[src/rtl/writeback_stage_pkg.sv]
// Shared definitions for the writeback stage: load func3 encodings and FSM states.
package writeback_stage_pkg;

    localparam logic [2:0] LT_LB  = 3'b000;
    localparam logic [2:0] LT_LH  = 3'b001;
    localparam logic [2:0] LT_LW  = 3'b010;
    localparam logic [2:0] LT_LBU = 3'b100;
    localparam logic [2:0] LT_LHU = 3'b101;

    typedef enum logic [1:0] {
        StIdle     = 2'd0,
        StWaitLoad = 2'd1,
        StDrain    = 2'd2
    } wb_state_e;

endpackage

[src/rtl/load_data_formatter.sv]
// Combinational load-data alignment and extension; flags misaligned or illegal loads.
module load_data_formatter
    import writeback_stage_pkg::*;
(
    input  logic [31:0] rdata,
    input  logic [1:0]  addr_lo,
    input  logic [2:0]  load_type,
    output logic [31:0] data,
    output logic        illegal
);

    logic [7:0]  byte_sel;
    logic [15:0] half_sel;

    // Select the addressed byte/halfword from the little-endian word.
    always_comb begin
        byte_sel = rdata[7:0];
        case (addr_lo)
            2'd0:    byte_sel = rdata[7:0];
            2'd1:    byte_sel = rdata[15:8];
            2'd2:    byte_sel = rdata[23:16];
            default: byte_sel = rdata[31:24];
        endcase
        half_sel = addr_lo[1] ? rdata[31:16] : rdata[15:0];
    end

    // Extend according to load type; unknown types and misaligned accesses are illegal.
    always_comb begin
        data    = 32'h0;
        illegal = 1'b0;
        case (load_type)
            LT_LB: begin
                data = {{24{byte_sel[7]}}, byte_sel};
            end
            LT_LBU: begin
                data = {24'h0, byte_sel};
            end
            LT_LH: begin
                data    = {{16{half_sel[15]}}, half_sel};
                illegal = addr_lo[0];
            end
            LT_LHU: begin
                data    = {16'h0, half_sel};
                illegal = addr_lo[0];
            end
            LT_LW: begin
                data    = rdata;
                illegal = (addr_lo != 2'd0);
            end
            default: begin
                illegal = 1'b1;
            end
        endcase
    end

endmodule

[src/rtl/writeback_stage.sv]
// Final pipeline stage: retires instructions into the register file, waiting on
// variable-latency load responses with flush, timeout and misalignment handling.
module writeback_stage
    import writeback_stage_pkg::*;
#(
    parameter int unsigned RESP_TIMEOUT = 16,
    parameter int unsigned CNT_W        = 5
) (
    input  logic        clk,
    input  logic        rst,
    input  logic        in_valid,
    output logic        in_ready,
    input  logic [4:0]  in_rd,
    input  logic        in_wb_reg_file,
    input  logic        in_wb_load,
    input  logic [2:0]  in_mem_load_type,
    input  logic [1:0]  in_addr_lo,
    input  logic [31:0] in_alu_result,
    input  logic        flush,
    input  logic        dmem_rvalid,
    input  logic [31:0] dmem_rdata,
    output logic        reg_file_wr_en,
    output logic [4:0]  reg_file_wr_addr,
    output logic [31:0] reg_file_wr_data,
    output logic        err_misaligned,
    output logic        err_timeout
);

    localparam logic [CNT_W-1:0] TIMEOUT_CNT = CNT_W'(RESP_TIMEOUT);

    wb_state_e         state_q, state_d;
    logic [CNT_W-1:0]  cnt_q, cnt_d, cnt_inc;
    logic [4:0]        lat_rd_q;
    logic              lat_wb_q;
    logic [2:0]        lat_type_q;
    logic [1:0]        lat_addr_q;
    logic              accept_load;
    logic              wr_en_q, wr_en_d;
    logic [4:0]        wr_addr_q, wr_addr_d;
    logic [31:0]       wr_data_q, wr_data_d;
    logic              err_mis_q, err_mis_d;
    logic              err_to_q, err_to_d;
    logic [31:0]       fmt_data;
    logic              fmt_illegal;

    // Formatting uses the fields latched at accept, so the check reflects accept-time info.
    load_data_formatter u_fmt (
        .rdata     (dmem_rdata),
        .addr_lo   (lat_addr_q),
        .load_type (lat_type_q),
        .data      (fmt_data),
        .illegal   (fmt_illegal)
    );

    assign cnt_inc = cnt_q + 1'b1;

    // Next-state, write-port and handshake logic.
    always_comb begin
        state_d     = state_q;
        cnt_d       = cnt_q;
        wr_en_d     = 1'b0;
        wr_addr_d   = wr_addr_q;
        wr_data_d   = wr_data_q;
        err_mis_d   = err_mis_q;
        err_to_d    = err_to_q;
        in_ready    = 1'b0;
        accept_load = 1'b0;
        unique case (state_q)
            StIdle: begin
                in_ready = !flush;
                if (in_valid && !flush) begin
                    if (in_wb_load) begin
                        accept_load = 1'b1;
                        cnt_d       = '0;
                        state_d     = StWaitLoad;
                    end else begin
                        wr_en_d   = in_wb_reg_file && (in_rd != 5'd0);
                        wr_addr_d = in_rd;
                        wr_data_d = in_alu_result;
                    end
                end
            end
            StWaitLoad: begin
                if (dmem_rvalid) begin
                    state_d = StIdle;
                    // A flush coinciding with the response drops the write entirely.
                    if (!flush) begin
                        if (fmt_illegal) begin
                            err_mis_d = 1'b1;
                        end else begin
                            wr_en_d   = lat_wb_q && (lat_rd_q != 5'd0);
                            wr_addr_d = lat_rd_q;
                            wr_data_d = fmt_data;
                        end
                    end
                end else begin
                    cnt_d = cnt_inc;
                    if (cnt_inc == TIMEOUT_CNT) begin
                        err_to_d = 1'b1;
                        state_d  = StIdle;
                    end else if (flush) begin
                        state_d = StDrain;
                    end
                end
            end
            StDrain: begin
                if (dmem_rvalid) begin
                    state_d = StIdle;
                end else begin
                    cnt_d = cnt_inc;
                    if (cnt_inc == TIMEOUT_CNT) begin
                        err_to_d = 1'b1;
                        state_d  = StIdle;
                    end
                end
            end
            default: begin
                state_d = StIdle;
            end
        endcase
    end

    // State, counter, write port and sticky error registers.
    always_ff @(posedge clk or posedge rst) begin
        if (rst) begin
            state_q   <= StIdle;
            cnt_q     <= '0;
            wr_en_q   <= 1'b0;
            wr_addr_q <= 5'd0;
            wr_data_q <= 32'h0;
            err_mis_q <= 1'b0;
            err_to_q  <= 1'b0;
        end else begin
            state_q   <= state_d;
            cnt_q     <= cnt_d;
            wr_en_q   <= wr_en_d;
            wr_addr_q <= wr_addr_d;
            wr_data_q <= wr_data_d;
            err_mis_q <= err_mis_d;
            err_to_q  <= err_to_d;
        end
    end

    // Capture the load's destination and format info when it is accepted.
    always_ff @(posedge clk or posedge rst) begin
        if (rst) begin
            lat_rd_q   <= 5'd0;
            lat_wb_q   <= 1'b0;
            lat_type_q <= 3'd0;
            lat_addr_q <= 2'd0;
        end else if (accept_load) begin
            lat_rd_q   <= in_rd;
            lat_wb_q   <= in_wb_reg_file;
            lat_type_q <= in_mem_load_type;
            lat_addr_q <= in_addr_lo;
        end
    end

    assign reg_file_wr_en   = wr_en_q;
    assign reg_file_wr_addr = wr_addr_q;
    assign reg_file_wr_data = wr_data_q;
    assign err_misaligned   = err_mis_q;
    assign err_timeout      = err_to_q;

endmodule
[config.mk]
export PLATFORM = sky130hd
export DESIGN_NAME = writeback_stage
export DESIGN_NICKNAME = d
export VERILOG_FILES = /design/src/rtl/writeback_stage_pkg.sv /design/src/rtl/load_data_formatter.sv /design/src/rtl/writeback_stage.sv
export SDC_FILE = /design/constraint.sdc
export NUM_CORES = 1
export LEC_CHECK = 0
export BUFFER_PORTS_ARGS = -buffer_cell sky130_fd_sc_hd__buf_2
export CAP_MARGIN = 20
export CELL_PAD_IN_SITES_DETAIL_PLACEMENT = 1
export CELL_PAD_IN_SITES_GLOBAL_PLACEMENT = 1
export CORE_MARGIN = 1
export CORE_UTILIZATION = 35
export DETAILED_ROUTE_END_ITERATION = 8
export MAX_ROUTING_LAYER = met4
export PLACE_DENSITY = 0.88
export SETUP_SLACK_MARGIN = 0.3
export SYNTH_ARGS = -nofsm -noshare
export SYNTH_HDL_FRONTEND = slang
export SYNTH_SLANG_ARGS = --single-unit
[constraint.sdc]
create_clock -name clk -period 4.3 [get_ports clk]
set_input_delay 0.215 -clock clk [delete_from_list [all_inputs] [get_ports clk]]
set_output_delay 0.215 -clock clk [all_outputs]
set_load 0.05 [all_outputs]
Word level (Yosys, flattened, before mapping)
Cells that the tools add are included.

Add/sub/neg operators: 1. Equality and inequality tests: 18. Bitwise operators: 2. Reduce and logical (&&, ||, !) cells: 20. Multiplexer cells: 38.

Operator list (number): 32-bit 2-to-1 mux (5); 32-bit case mux with 5 select lines (1); 32-bit case mux with 2 select lines (1); 5-bit 2-to-1 mux (8); 8-bit case mux with 3 select lines (1); 5-bit case mux with 2 select lines (2); 16-bit 2-to-1 mux (1); 2-bit 2-to-1 mux (7); 2-bit != test, second input constant (7); 4-bit AND reduction (3); 5-bit nonzero test (2); 1-bit 2-to-1 mux (9); 3-bit == test, second input constant (2); 2-bit case mux with 3 select lines (1); 6-bit AND reduction (1); 2-bit nonzero test (3); 2-bit OR reduction (3); 5-bit by 1-bit adder with 5-bit output, second input constant (1); 5-bit == test, second input constant (1); 2-bit by 1-bit == test with 1-bit output, second input constant (2); 2-bit == test, second input constant (2); 2-bit logical NOT (2); 4-bit != test, second input constant (1); 3-bit by 1-bit == test with 1-bit output, second input constant (1); other kinds (9) (12).

Logic and storage cells: 90. Input bits: 81. Register bits: 58.

Depth between registers and ports, before layout
Gate-level depths: netlist of run 1.

Word-level depth: 7. Gate-level depth with buffers: 9. Gate-level depth less buffers: 6.

Cells and area by module
A second synthesis of run 1 with hierarchy kept.

Cell total of the unflattened synthesis: 329. Area, all modules: 3543.4 um^2.

Modules (own cells, without submodules): writeback_stage (area an instance 2857.7 um^2, sequential area each 1451.4 um^2, instances 1, cells an instance 251); load_data_formatter (area an instance 685.7 um^2, sequential area each 0.0 um^2, instances 1, cells an instance 78).

Least setup slack after synthesis of run 1
OpenSTA, ideal clock, no wires.

Path kind: flip-flop to flip-flop. From: register state_q[1]. To: register lat_addr_q[0]. Slack: 1910 ps. Data required time: 4175 ps. Cell stages (with the launch flop): 8. Arrival time: 2265 ps. Cells stage by stage: dfrtp_1 -> inv_1 -> ha_1 -> nor2b_1 -> and2_1 -> nand2_1 -> clkbuf_1 -> mux2_2.

Cells in the longest elaborated chain, start to end: 2.

Ends and longest elaborated chain: start: declaration (RTL line writeback_stage.sv:31) `wb_state_e state_q, state_d;`; start signal: assignment (RTL line writeback_stage.sv:126) `state_q <= StIdle;`; start signal: assignment (RTL line writeback_stage.sv:134) `state_q <= state_d;`; 2-bit logical NOT (RTL line writeback_stage.sv:68) `unique case (state_q)`; 1-bit 2-to-1 mux (RTL line writeback_stage.sv:68); end signal: assignment (RTL line writeback_stage.sv:155) `lat_addr_q <= in_addr_lo;`; end: declaration (RTL line writeback_stage.sv:36) `logic [1:0] lat_addr_q;`.

Every way passes these cells. A chain may end at the register's enable or synchronous reset.

Worst setup path in the final report of run 1
From: register state_q[1]. To: register wr_data_q[21] (netlist: reg_file_wr_data[21]).

Cells in the longest elaborated chain, start to end: 3. Elaborated cells between the ends (all ways): 10.

Ends and longest elaborated chain: 2-bit by 1-bit == test with 1-bit output or 2-bit logical NOT (tied branches) (RTL line writeback_stage.sv:68); 2-bit != test (no line) or 2-bit nonzero test (tied branches); 6-bit AND reduction (no line); end signal: assignment (RTL line writeback_stage.sv:138) `wr_data_q <= wr_data_d;`; end: declaration (RTL line writeback_stage.sv:40) `logic [31:0] wr_data_q, wr_data_d;`.

Parallel ways exist; a longest one is shown, timed or not.

==> impl_metrics.csv, run 1 <==
group,metric,value,unit
cts,clk-insertion-delay-late,0.35,ns
global_route,grtUsageMet3,0.05887,
floorplan,fp.dieArea,9760,µm²
hold_path,hold_class,"in -> async",
cts,cts_hold_buf,0,
cts,cts.repair.resized,0,
finish,register_area,1451,µm²
global_route,gr-total-overflow,0,
finish,multi_input_area,1700,µm²
detailed_routing,antenna_violating_nets_post_route,0,
finish,layout-drive-gt1-share,0.3271,
setup_path,cp_cell_sequence,"inv_1, ha_2, mux2i_1, a2111oi_4, and2_0, a21oi_1",
timing,final.setup_skew,0.01014,ns
placed_design,dpl.hpwl,7.719,mm
detailed_routing,post_detailed_route_via_to_cell_ratio,5.355,
synth,synth.cell_area,3279,µm²
floorplan,row_count,34,
synth,synth_warnings,0,
finish,n_fill_cell,1079,
detailed_routing,finalWirelength,10.39,mm
timing,clock.fmax,331.4,MHz
setup_path,r2r.worst_path.cells,6,
floorplan,horiz_die_dim,98.80,µm
cts,clock_buffer_count_from_cts,9,
flow_run,max_capacitance_violation_count,0,
detailed_routing,drt_iter0_markers,106,
global_route,grt_first_pass_wirelength,16.58,mm
timing,final.period_utilization,0.7017,
power_and_ir_drop,power,3577,µW
detailed_routing,first_pass_iters,6,
timing,worst_pin_slew,0.9338,ns
finish,antenna_cell_count,0,
cts,cts.sink_count,58,
cts,cts-root-buf,"sky130_fd_sc_hd__clkbuf_8",
timing,setup_repair_after_global_routing_missed_its_margin,"no",
cts,cts_post_setup_buffers_inserted,0,
detailed_routing,remaining_drc_errors,0,
detailed_routing,dr_total_vias,3149,
timing,timing.final.ws_setup,1.283,ns
synth,synthDistinctLibCells,37,
setup_path,setup.reg_to_reg.worst_slack,1.28,ns
global_route,grt_util_met2,0.3878,
setup_path,crit_required,4.48,ns
global_route,first_global_vias,3391,
floorplan,fp.dieH,98.80,µm
finish,mostFrequentLayoutCells,"121 x sky130_fd_sc_hd__buf_2, 58 x sky130_fd_sc_hd__dfrtp_1, 42 x sky130_fd_sc_hd__a21oi_1",
finish,design.final.nets,560,
global_route,grt.total_usage,0.2274,
power_and_ir_drop,power_density,869.0,nW/µm²
global_route,pin_count_of_the_biggest_net_entering_global_routing,59,
power_and_ir_drop,worst_ir_drop_vdd,0.0003860,V
synth,synth_net_count,448,
cts,cts_htree_levels,3,
setup_path,largest_fanout_on_the_critical_path,45,
cts,cts.reportedPaths.clkPinSlew,0.07,ns
run_status,status,"complete, no violations",
detailed_routing,routedWlPerCell,17.68,µm
synth,postSynthCellCount,363,
setup_path,timing.critical_path.from_type,"register",
timing,setup_total_negative_slack,0,ns
placed_design,post-place-ws,1.304,ns
timing,slew_headroom,0.3771,
floorplan,initial_utilization,0.3688,
setup_path,worstPathArrival,3.20,ns
timing,hold_viol,0,
setup_path,critical-path-max-stage-delay,0.78,ns
global_route,busiest_layer,"met2",
global_route,met1_demand_to_capacity_share_in_global_routing,0.2510,
power_and_ir_drop,power.leakage,0.001866,µW
floorplan,ios,122,
placed_design,place.port_buffers,121,
setup_path,crit_slowest_cell,"sky130_fd_sc_hd__and2_0",
setup_path,rr_startpoint,"state_q[1]",
placed_design,routability_driven_placement_congestion_ratio,0.8267,
synth,synth.ff_latch_count,58,
synth,synthesis.area_per_instance,9.034,µm²
floorplan,core_region_area,8891,µm²
setup_path,critical_path.endpoint_type,"register",
timing,setup-violations-final,0,
setup_path,worstReg2RegEnd,"reg_file_wr_data[21]",
synth,yosysSeqAreaShare,0.4426,
global_route,antenna_found_initial,0,
cts,cts.path.max_buffers,2,
timing,slew_violations,0,
cts,tritoncts,"yes",
timing,fin_crit,3.017,ns
finish,final_common_cell,"sky130_fd_sc_hd__buf_2",
finish,flow.area_growth_from_synthesis,25.52,%
setup_path,critPathLaunch,"state_q[1]",
setup_path,crit_type,"reg -> reg",
Yosys cell counts, drive strengths merged:
| cell type | n | share of area |
|---|---|---|
| xor2 | 2 | 0.0053 |
| nor4 | 2 | 0.0057 |
| a32o | 1 | 0.0031 |
| a21o | 2 | 0.0046 |
| a2111oi | 1 | 0.0084 |
| mux2 | 14 | 0.048 |
| o31ai | 2 | 0.0046 |
| clkbuf | 10 | 0.011 |
| nand2 | 25 | 0.029 |
| buf | 13 | 0.023 |
| a21boi | 1 | 0.0023 |
| ha | 4 | 0.015 |
| o32ai | 1 | 0.0027 |
| and3 | 1 | 0.0019 |
| nand3b | 1 | 0.0023 |
| nor2b | 22 | 0.042 |
| a31oi | 15 | 0.029 |
| mux2i | 23 | 0.070 |
| o211ai | 1 | 0.0023 |
| inv | 5 | 0.0057 |
| o2111ai | 1 | 0.0027 |
| nand3 | 3 | 0.0046 |
| o21ai | 39 | 0.060 |
| nand2b | 17 | 0.032 |
| nor3b | 1 | 0.0038 |
| or4 | 2 | 0.0046 |
| a21oi | 42 | 0.064 |
| and2 | 4 | 0.0076 |
| o22ai | 1 | 0.0019 |
| nor3 | 8 | 0.012 |
| dfrtp | 58 | 0.44 |
| nor2 | 40 | 0.046 |
| nand4b | 1 | 0.0027 |
worst max path at each step:
stage	to	cells past startpoint	slack, ns
floorplan	lat_addr_q[0]	7	1.91
global placement	reg_file_wr_data[28]	6	1.48
detailed placement	reg_file_wr_data[27]	6	1.30
CTS	reg_file_wr_data[21]	6	1.22
global route	reg_file_wr_data[19]	6	1.00
finish	reg_file_wr_data[21]	6	1.28
logic make-up after synthesis:
family / count (synthesis) / share of synthesized area
and+or+nand+nor: 127 / 0.1942
AOI/OAI and AO/OA: 107 / 0.1847
DFF: 58 / 0.4426
muxes: 37 / 0.1183
buffers and inverters: 28 / 0.03968
adders and majority gates: 4 / 0.01526
xor gates and xnor gates: 2 / 0.005342
metrics by stage:
stage / utilization / hold slack (ns) / std cells / cell area, µm²
floorplan: - / 0.3293 / 363 / 3279
global placement: 0.4424 / 0.4408 / 572 / 3934
detailed placement: 0.4424 / 0.4470 / 572 / 3934
CTS: 0.4630 / 0.09108 / 588 / 4116
global route: 0.4630 / 0.09673 / 588 / 4116
finish: 0.4630 / 0.05874 / 588 / 4116
worst max-delay path: cells and delay by family, from the launching register on:
kind                     cells  cell delay (ns)
AO/OA/AOI/OAI                2             0.55
adder cells (fa/ha/maj)      1             0.77
buffers and inverters        1             0.10
flip-flops                   1             0.40
multiplexers                 1             0.23
AND/OR/NAND/NOR              1             0.78
per-layer routing:
layer	up-vias	wire (µm)	share of wire
li1	1500	-	-
met1	1528	4309	0.41
met2	100	5188	0.50
met3	21	668	0.064
met4	0	228	0.022
met5	-	0	0
final cells by class:
cell class	instances	area share
Clock buffer	14	0.04195
Sequential cell	58	0.3526
Clock inverter	2	0.002432
Multi-Input combinational cell	277	0.4131
Timing Repair Buffer	124	0.1526
Inverter	5	0.004559
Tap cell	108	0.03283
flip-flops by register name (all words and copies together) (netlist names):
name / cells
reg_file_wr_data: 32
cnt_q: 5
lat_rd_q: 5
reg_file_wr_addr: 5
lat_type_q: 3
lat_addr_q: 2
state_q: 2
err_misaligned: 1
err_timeout: 1
lat_wb_q: 1
reg_file_wr_en: 1
power by group:
part | switching [µW] | internal [µW] | leakage, µW
registers | 235 | 807 | 0.000678
logic | 1420 | 631 | 0.00109
clock network | 224 | 255 | 0.0000965
total | 1880 | 1690 | 0.00187
Power figures use the tool's default switching activity.
==> inputs of run 2 (changes only) <==
==> constraint.sdc (replaced) <==
create_clock -name clk -period 2.9 [get_ports clk]
set_input_delay 0.145 -clock clk [delete_from_list [all_inputs] [get_ports clk]]
set_output_delay 0.145 -clock clk [all_outputs]
set_load 0.05 [all_outputs]
==> run 2 against run 1 <==
Effect of this change:
- maximum frequency rose by 30%
- final area increased by 1.9%
- register-to-register slack got worse by 0.70 ns
- setup slack worse by 0.70 ns
- wire length increased by 4.3%
- clock-buffer cell count down 2
- hold slack worse by 0.030 ns
- flip-flop and latch count unchanged
- non-clock buffer count increased by 7
- clock skew decreased by 0.00062 ns
- die area is the same
- largest power group unchanged
==> impl_metrics.csv, run 2 (synthesis gave the netlist of run 1 again) <==
group,metric,value,unit
timing,setup-violations-final,0,
floorplan,ios,122,
setup_path,crit_required,3.12,ns
timing,slew_headroom,0.5446,
setup_path,critical-path-max-stage-delay,0.41,ns
setup_path,worstPathArrival,2.55,ns
detailed_routing,dr_total_vias,3213,
cts,cts_htree_levels,3,
timing,clock.fmax,430.7,MHz
placed_design,detailed_place.area,3979,µm²
detailed_routing,post_detailed_route_via_to_cell_ratio,5.391,
setup_path,largest_fanout_on_the_critical_path,20,
cts,cts-root-buf,"sky130_fd_sc_hd__clkbuf_8",
timing,final.setup_skew,0.009523,ns
global_route,grt.total_usage,0.2396,
timing,hold_viol,0,
setup_path,crit_type,"reg -> reg",
setup_path,worst_path_most_repeated_cell,"sky130_fd_sc_hd__buf_4",
global_route,grt_first_pass_wirelength,17.64,mm
power_and_ir_drop,worst_ir_drop_vdd,0.0006669,V
placed_design,dpl.hpwl,8.057,mm
finish,flow.area_growth_from_synthesis,27.97,%
placed_design,dp_cells,578,
power_and_ir_drop,power.leakage,0.001904,µW
finish,n_fill_cell,1078,
placed_design,post-place-ws,0.6052,ns
detailed_routing,finalWirelength,10.85,mm
setup_path,cp_cell_sequence,"inv_1, ha_1, mux2i_1, a2111oi_4, buf_4, and2_0, buf_4, a21oi_1",
cts,clk-insertion-delay-late,0.35,ns
power_and_ir_drop,power.sequential.fraction,0.280,
timing,worst_pin_slew,0.6817,ns
placed_design,routability_driven_placement_congestion_ratio,0.8110,
global_route,pin_count_of_the_biggest_net_entering_global_routing,45,
global_route,first_global_vias,3512,
setup_path,worst-path-buf-inv,3,
detailed_routing,drt_iter0_markers,85,
cts,cts.sink_count,58,
timing,slew_violations,0,
power_and_ir_drop,cell_internal_pwr,2606,µW
finish,design_area,4197,µm²
timing,fin_crit,2.322,ns
global_route,gr-total-overflow,0,
setup_path,critical_path.endpoint_type,"register",
finish,final_common_cell,"sky130_fd_sc_hd__buf_2",
power_and_ir_drop,p_sw,2840,µW
placed_design,place.port_buffers,121,
cts,clock_buffer_count_from_cts,9,
finish,finish.cell_count_without_fillers,596,
floorplan,row_count,34,
floorplan,fp.dieArea,9760,µm²
finish,mostFrequentLayoutCells,"121 x sky130_fd_sc_hd__buf_2, 58 x sky130_fd_sc_hd__dfrtp_1, 42 x sky130_fd_sc_hd__a21oi_1",
finish,design.final.nets,567,
finish,layout-drive-gt1-share,0.3368,
power_and_ir_drop,power_density,1298,nW/µm²
timing,timing.final.ws_setup,0.5780,ns
cts,cts.reportedPaths.clkPinSlew,0.07,ns
setup_path,timing.critical_path.from_type,"register",
detailed_routing,routedWlPerCell,18.20,µm
setup_path,cpLargestDelayFamily,"buffers and inverters",
power_and_ir_drop,power,5446,µW
power_and_ir_drop,netSwitchingFraction,0.5215,
timing,setup_repair_after_global_routing_missed_its_margin,"no",
power_and_ir_drop,p_clk_frac,0.146,
detailed_routing,antenna_violating_nets_post_route,0,
cts,cts.path.max_buffers,2,
timing,setup_total_negative_slack,0,ns
detailed_routing,first_pass_iters,5,
setup_path,crit_slowest_cell,"sky130_fd_sc_hd__dfrtp_1",
hold_path,hold_class,"in -> reg",
floorplan,core_region_area,8891,µm²
power_and_ir_drop,power.share.combinational,0.574,
floorplan,horiz_die_dim,98.80,µm
floorplan,fp.dieH,98.80,µm
floorplan,initial_utilization,0.3688,
timing,final.period_utilization,0.8007,
run_status,status,"complete, no violations",
global_route,antenna_found_initial,1,
detailed_routing,remaining_drc_errors,0,
cts,tritoncts,"yes",
flow_run,max_capacitance_violation_count,0,
finish,largest_register_ffs,32,
-- run 2: cell types whose count changed in the layout (fill, tap and decap cells not counted), sizes merged --
cell | previous run | this run
buf | 124 | 130
dlygate4sd3 | 0 | 1
clkbuf | 14 | 12
clkinvlp | 0 | 2
bufinv | 0 | 1
clkinv | 2 | 1
diode | 0 | 1
-- run 2: stage by stage --
stage                     hold slack (ns)    util
after floorplan                    0.2593       -
after global placement             0.1756  0.4475
after detailed placement           0.1790  0.4475
after CTS                         0.01444  0.4717
after global routing              0.01645  0.4720
final                             0.02900  0.4720
-- run 2: path summary, 6_finish.rpt --
path,startpoint,end,slack [ns],cells after the start
worst max-delay path,state_q[1],reg_file_wr_data[23],0.58,8
worst min-delay path,in_mem_load_type[0],lat_type_q[0],0.03,2
worst max register to register,state_q[1],reg_file_wr_data[23],0.58,8
worst min register to register,err_timeout,err_timeout,0.47,1
max in group asynchronous,rst,reg_file_wr_data[29],1.67,4
min in group asynchronous,rst,cnt_q[2],0.35,3
-- run 2: timing repair --
item,in CTS,in global routing
hold buffers,1,0
gates resized for setup,0,0
setup buffers,0,0
endpoints found under the hold margin,19,0
-- run 2: layer usage --
metal | vias to the layer above | global-route usage | routed length (µm)
li1 | 1513 | - | -
met1 | 1565 | 0.2911 | 4748
met3 | 23 | 0.06241 | 638
met5 | - | - | 0
met4 | 0 | 0.08840 | 225
met2 | 112 | 0.3835 | 5233
-- run 2: power by group through the flow --
stage               registers (µW)  clock network [µW]  logic (µW)
finish                        1530                 795        3120
global route                  1580                 853        3370
CTS                           1530                 810        3140
detailed placement            1540                   0        3120
global placement              1510                   0        3000
floorplan                     2360                   0        1500
-- run 2: area by class of cell --
| type | count | area (µm²) | share of cell area |
|---|---|---|---|
| Tap cell | 108 | 135.1 | 0.03220 |
| Clock inverter | 4 | 50.05 | 0.01193 |
| Clock buffer | 12 | 155.1 | 0.03697 |
| Antenna cell | 1 | 2.502 | 0.0005963 |
| Timing Repair Buffer | 131 | 683.2 | 0.1628 |
| Inverter | 5 | 18.77 | 0.004472 |
| Multi-Input combinational cell | 277 | 1700 | 0.4052 |
| Sequential cell | 58 | 1451 | 0.3459 |
-- run 2: worst reg2reg max path, delay by kind of cell, from the launching register on --
family / cells / cell delay (ns)
adders and majority gates: 1 / 0.31
and+or+nand+nor: 1 / 0.17
DFF: 1 / 0.41
AOI/OAI and AO/OA: 2 / 0.49
muxes: 1 / 0.17
buffers and inverters: 3 / 0.65
==> inputs of run 3 (changes only) <==
--- a/config.mk
+++ b/config.mk
@@ -5,6 +5,7 @@
 export SDC_FILE = /design/constraint.sdc
 export NUM_CORES = 1
 export LEC_CHECK = 0
+export ABC_AREA = 1
 export BUFFER_PORTS_ARGS = -buffer_cell sky130_fd_sc_hd__buf_2
 export CAP_MARGIN = 20
 export CELL_PAD_IN_SITES_DETAIL_PLACEMENT = 1
@@ -13,7 +14,7 @@
 export CORE_UTILIZATION = 35
 export DETAILED_ROUTE_END_ITERATION = 8
 export MAX_ROUTING_LAYER = met4
-export PLACE_DENSITY = 0.88
+export PLACE_DENSITY = 0.91
 export SETUP_SLACK_MARGIN = 0.3
 export SYNTH_ARGS = -nofsm -noshare
 export SYNTH_HDL_FRONTEND = slang
==> constraint.sdc (replaced) <==
create_clock -name clk -period 2.3 [get_ports clk]
set_input_delay 0.115 -clock clk [delete_from_list [all_inputs] [get_ports clk]]
set_output_delay 0.115 -clock clk [all_outputs]
set_load 0.05 [all_outputs]
==> run 3 against run 2 <==
Effect of this change:
- flip-flop and latch count stayed put
- combinational power up 51%
- sequential share of layout area down 4.9 points
- core utilization down 2.3 points
- critical path type unchanged
- largest power group unchanged
==> impl_metrics.csv, run 3 <==
group,metric,value,unit
run_status,status,"complete, no violations",
placed_design,dpl.hpwl,10.01,mm
detailed_routing,routedWlPerCell,14.90,µm
flow_run,max_capacitance_violation_count,0,
global_route,pin_count_of_the_biggest_net_entering_global_routing,59,
detailed_routing,antenna_violating_nets_post_route,0,
synth,synth_largest_type_area_fraction,0.3690,
synth,post-synth-top-count-cell,"sky130_fd_sc_hd__nand2_1",
power_and_ir_drop,power.leakage,0.002934,µW
detailed_routing,first_pass_iters,4,
floorplan,core_region_area,10890,µm²
synth,yosysSeqAreaShare,0.3690,
placed_design,detailed_place.area,4631,µm²
finish,final_common_cell,"sky130_fd_sc_hd__nand2_1",
synth,post-synth-top-area-cell,"sky130_fd_sc_hd__dfrtp_1",
power_and_ir_drop,worst_ir_drop_vdd,0.001013,V
finish,mostFrequentLayoutCells,"315 x sky130_fd_sc_hd__nand2_1, 121 x sky130_fd_sc_hd__buf_2, 60 x sky130_fd_sc_hd__inv_1",
hold_path,hold_class,"in -> reg",
detailed_routing,post_detailed_route_via_to_cell_ratio,4.865,
finish,multi_input_area,2083,µm²
synth,post_synth_most_frequent_cells,"315 x sky130_fd_sc_hd__nand2_1, 61 x sky130_fd_sc_hd__inv_1, 58 x sky130_fd_sc_hd__dfrtp_1",
synth,synthTopCellsByArea,"sky130_fd_sc_hd__dfrtp_1 37%, sky130_fd_sc_hd__nand2_1 30%, sky130_fd_sc_hd__o21ai_0 5.9%",
timing,timing.final.ws_setup,0.4217,ns
finish,largest_register_ffs,32,
finish,design_area,4883,µm²
floorplan,horiz_die_dim,108.0,µm
detailed_routing,dr_total_vias,4359,
synth,main_combinational_cell_family_by_area_after_synthesis,"simple AND/OR/NAND/NOR gates",
floorplan,initial_utilization,0.3613,
detailed_routing,finalWirelength,13.35,mm
synth,synth_compound_area_frac,0.09001,
synth,synth_warnings,0,
timing,setup-violations-final,0,
cts,clock_buffer_count_from_cts,9,
placed_design,dp_cells,878,
synth,synthDistinctLibCells,30,
setup_path,largest_fanout_on_the_critical_path,37,
timing,hold_viol,0,
floorplan,fp.dieH,108.0,µm
synth,async_reset_ff_frac,1.000,
cts,clk-insertion-delay-late,0.35,ns
placed_design,post-place-ws,0.3897,ns
timing,setup_total_negative_slack,0,ns
synth,synth-simple-area-share,0.4109,
global_route,grt_first_pass_wirelength,22.04,mm
timing,clock.fmax,532.4,MHz
synth,synth_edf_count,0,
setup_path,r2r.worst_path.cells,10,
cts,tritoncts,"yes",
synth,share_of_synthesized_cell_area_in_full_adder_half_adder_and_majority_cells,0.01272,
global_route,grt.total_usage,0.2483,
power_and_ir_drop,power,7450,µW
synth,synthMuxAreaShare,0.008270,
timing,final.period_utilization,0.8167,
detailed_routing,remaining_drc_errors,0,
setup_path,cp_cell_sequence,"inv_1, ha_4, inv_1, a21oi_1, o21ai_1, a21oi_1, nand2_2, buf_8, nand2_1, nand2_1",
synth,synthesis.area_per_instance,6.224,µm²
setup_path,crit_slowest_cell,"sky130_fd_sc_hd__dfrtp_1",
timing,final.setup_skew,0.01421,ns
timing,slew_violations,0,
cts,cts.reportedPaths.clkPinSlew,0.07,ns
power_and_ir_drop,power_density,1526,nW/µm²
cts,cts.sink_count,58,
floorplan,ios,122,
synth,synth.ff_latch_count,58,
setup_path,crit_type,"reg -> reg",
setup_path,timing.critical_path.from_type,"register",
hold_path,hold-path-cell-count,2,
floorplan,row_count,38,
setup_path,crit_required,2.53,ns
finish,flow.area_growth_from_synthesis,24.14,%
setup_path,critPathLaunch,"state_q[1]",
global_route,first_global_vias,4601,
setup_path,worstPathArrival,2.11,ns
floorplan,fp.dieArea,11670,µm²
setup_path,critical_path.endpoint_type,"register",
cts,cts_htree_levels,3,
global_route,gr-total-overflow,0,
placed_design,place.port_buffers,121,
finish,antenna_cell_count,0,
finish,finish.cell_count_without_fillers,896,
synth,synth-xor-area-share,0,
global_route,antenna_found_initial,0,
timing,setup_repair_after_global_routing_missed_its_margin,"no",
finish,design.final.nets,836,
finish,n_fill_cell,1526,
hold_path,hp-start,"in_wb_reg_file",
synth,postSynthCellCount,632,
synth,synth.cell_area,3934,µm²
hold_path,worstHoldEndpoint,"lat_wb_q",
cts,cts.path.max_buffers,2,
timing,slew_headroom,0.5062,
synth,synthFlopType,"sky130_fd_sc_hd__dfrtp_1",
finish,layout-drive-gt1-share,0.2288,
placed_design,routability_driven_placement_congestion_ratio,0.9331,
finish,register_area,1451,µm²
setup_path,critical-path-max-stage-delay,0.41,ns
setup_path,rr_startpoint,"state_q[1]",
setup_path,worstReg2RegEnd,"reg_file_wr_data[27]",
detailed_routing,drt_iter0_markers,161,
timing,fin_crit,1.878,ns
setup_path,setup.reg_to_reg.worst_slack,0.42,ns
synth,synth_net_count,717,
timing,worst_pin_slew,0.7407,ns
cts,cts-root-buf,"sky130_fd_sc_hd__clkbuf_8",
==> run 3: changes by cell type in the layout (fill, tap and decap cells not counted), sizes merged, moves of 16 or more <==
cell	change
nor2	+16
nand2	+294
mux2i	-22
nor2b	-22
nand2b	-17
a21oi	-28
inv	+64
==> run 3: worst max-delay path by stage <==
| stage | slack [ns] | end | cells past startpoint |
|---|---|---|---|
| 2_1_floorplan | 0.61 | reg_file_wr_addr[0] | 12 |
| 3_3_place_gp | 0.57 | reg_file_wr_data[25] | 10 |
| 3_5_place_dp | 0.39 | reg_file_wr_data[29] | 11 |
| 4_1_cts | 0.34 | reg_file_wr_data[27] | 10 |
| 5_1_grt | 0.29 | reg_file_wr_data[13] | 11 |
| 6_report | 0.42 | reg_file_wr_data[27] | 10 |
==> run 3: through the flow <==
| stage | hold slack [ns] | util |
|---|---|---|
| floorplan | 0.2655 | - |
| global placement | 0.3586 | 0.4253 |
| detailed placement | 0.3725 | 0.4253 |
| CTS | 0.01773 | 0.4439 |
| global route | 0.02625 | 0.4485 |
| finish | 0.02746 | 0.4485 |
==> run 3: layout make-up <==
cell class,count,area share
flip-flops and latches,58,0.2972
multi-input cells,479,0.4266
clock inverters,7,0.01409
inverters,69,0.05483
well taps,140,0.03587
repair buffers,134,0.1460
clock buffers,9,0.02537
==> run 3: layer usage <==
layer,vias to the layer above,global-route usage,share of wire
met5,-,-,0
met4,0,0.07828,0.019
met3,23,0.03376,0.046
met2,122,0.4468,0.51
met1,2045,0.2835,0.42
li1,2169,-,-
==> run 3: what timing repair did <==
action                                  in CTS  in global routing
endpoints found under the setup margin       0                 37
endpoints found under the hold margin        5                  0
hold buffers                                 1                  0
setup buffers                                0                  1
gates resized for setup                      0                 10
==> run 3: where the power goes <==
| group | leakage (µW) | internal (µW) | switching [µW] |
|---|---|---|---|
| Clock | 0.0000954 | 498 | 446 |
| Sequential | 0.000733 | 1470 | 332 |
| Combinational | 0.00211 | 1310 | 3390 |
==> run 3: logic make-up (layout without fill, tap and decap cells) <==
family,Yosys count,count (layout)
compound gates,68,68
fa+ha+maj,4,4
buf+inv,95,219
flops,58,58
mux,3,3
simple gates,404,404
==> run 3: critical path: cells and delay by family (launching register included) <==
kind	cells	cell delay (ns)
compound gates	3	0.38
fa+ha+maj	1	0.20
flops	1	0.41
buf+inv	3	0.48
simple gates	3	0.29
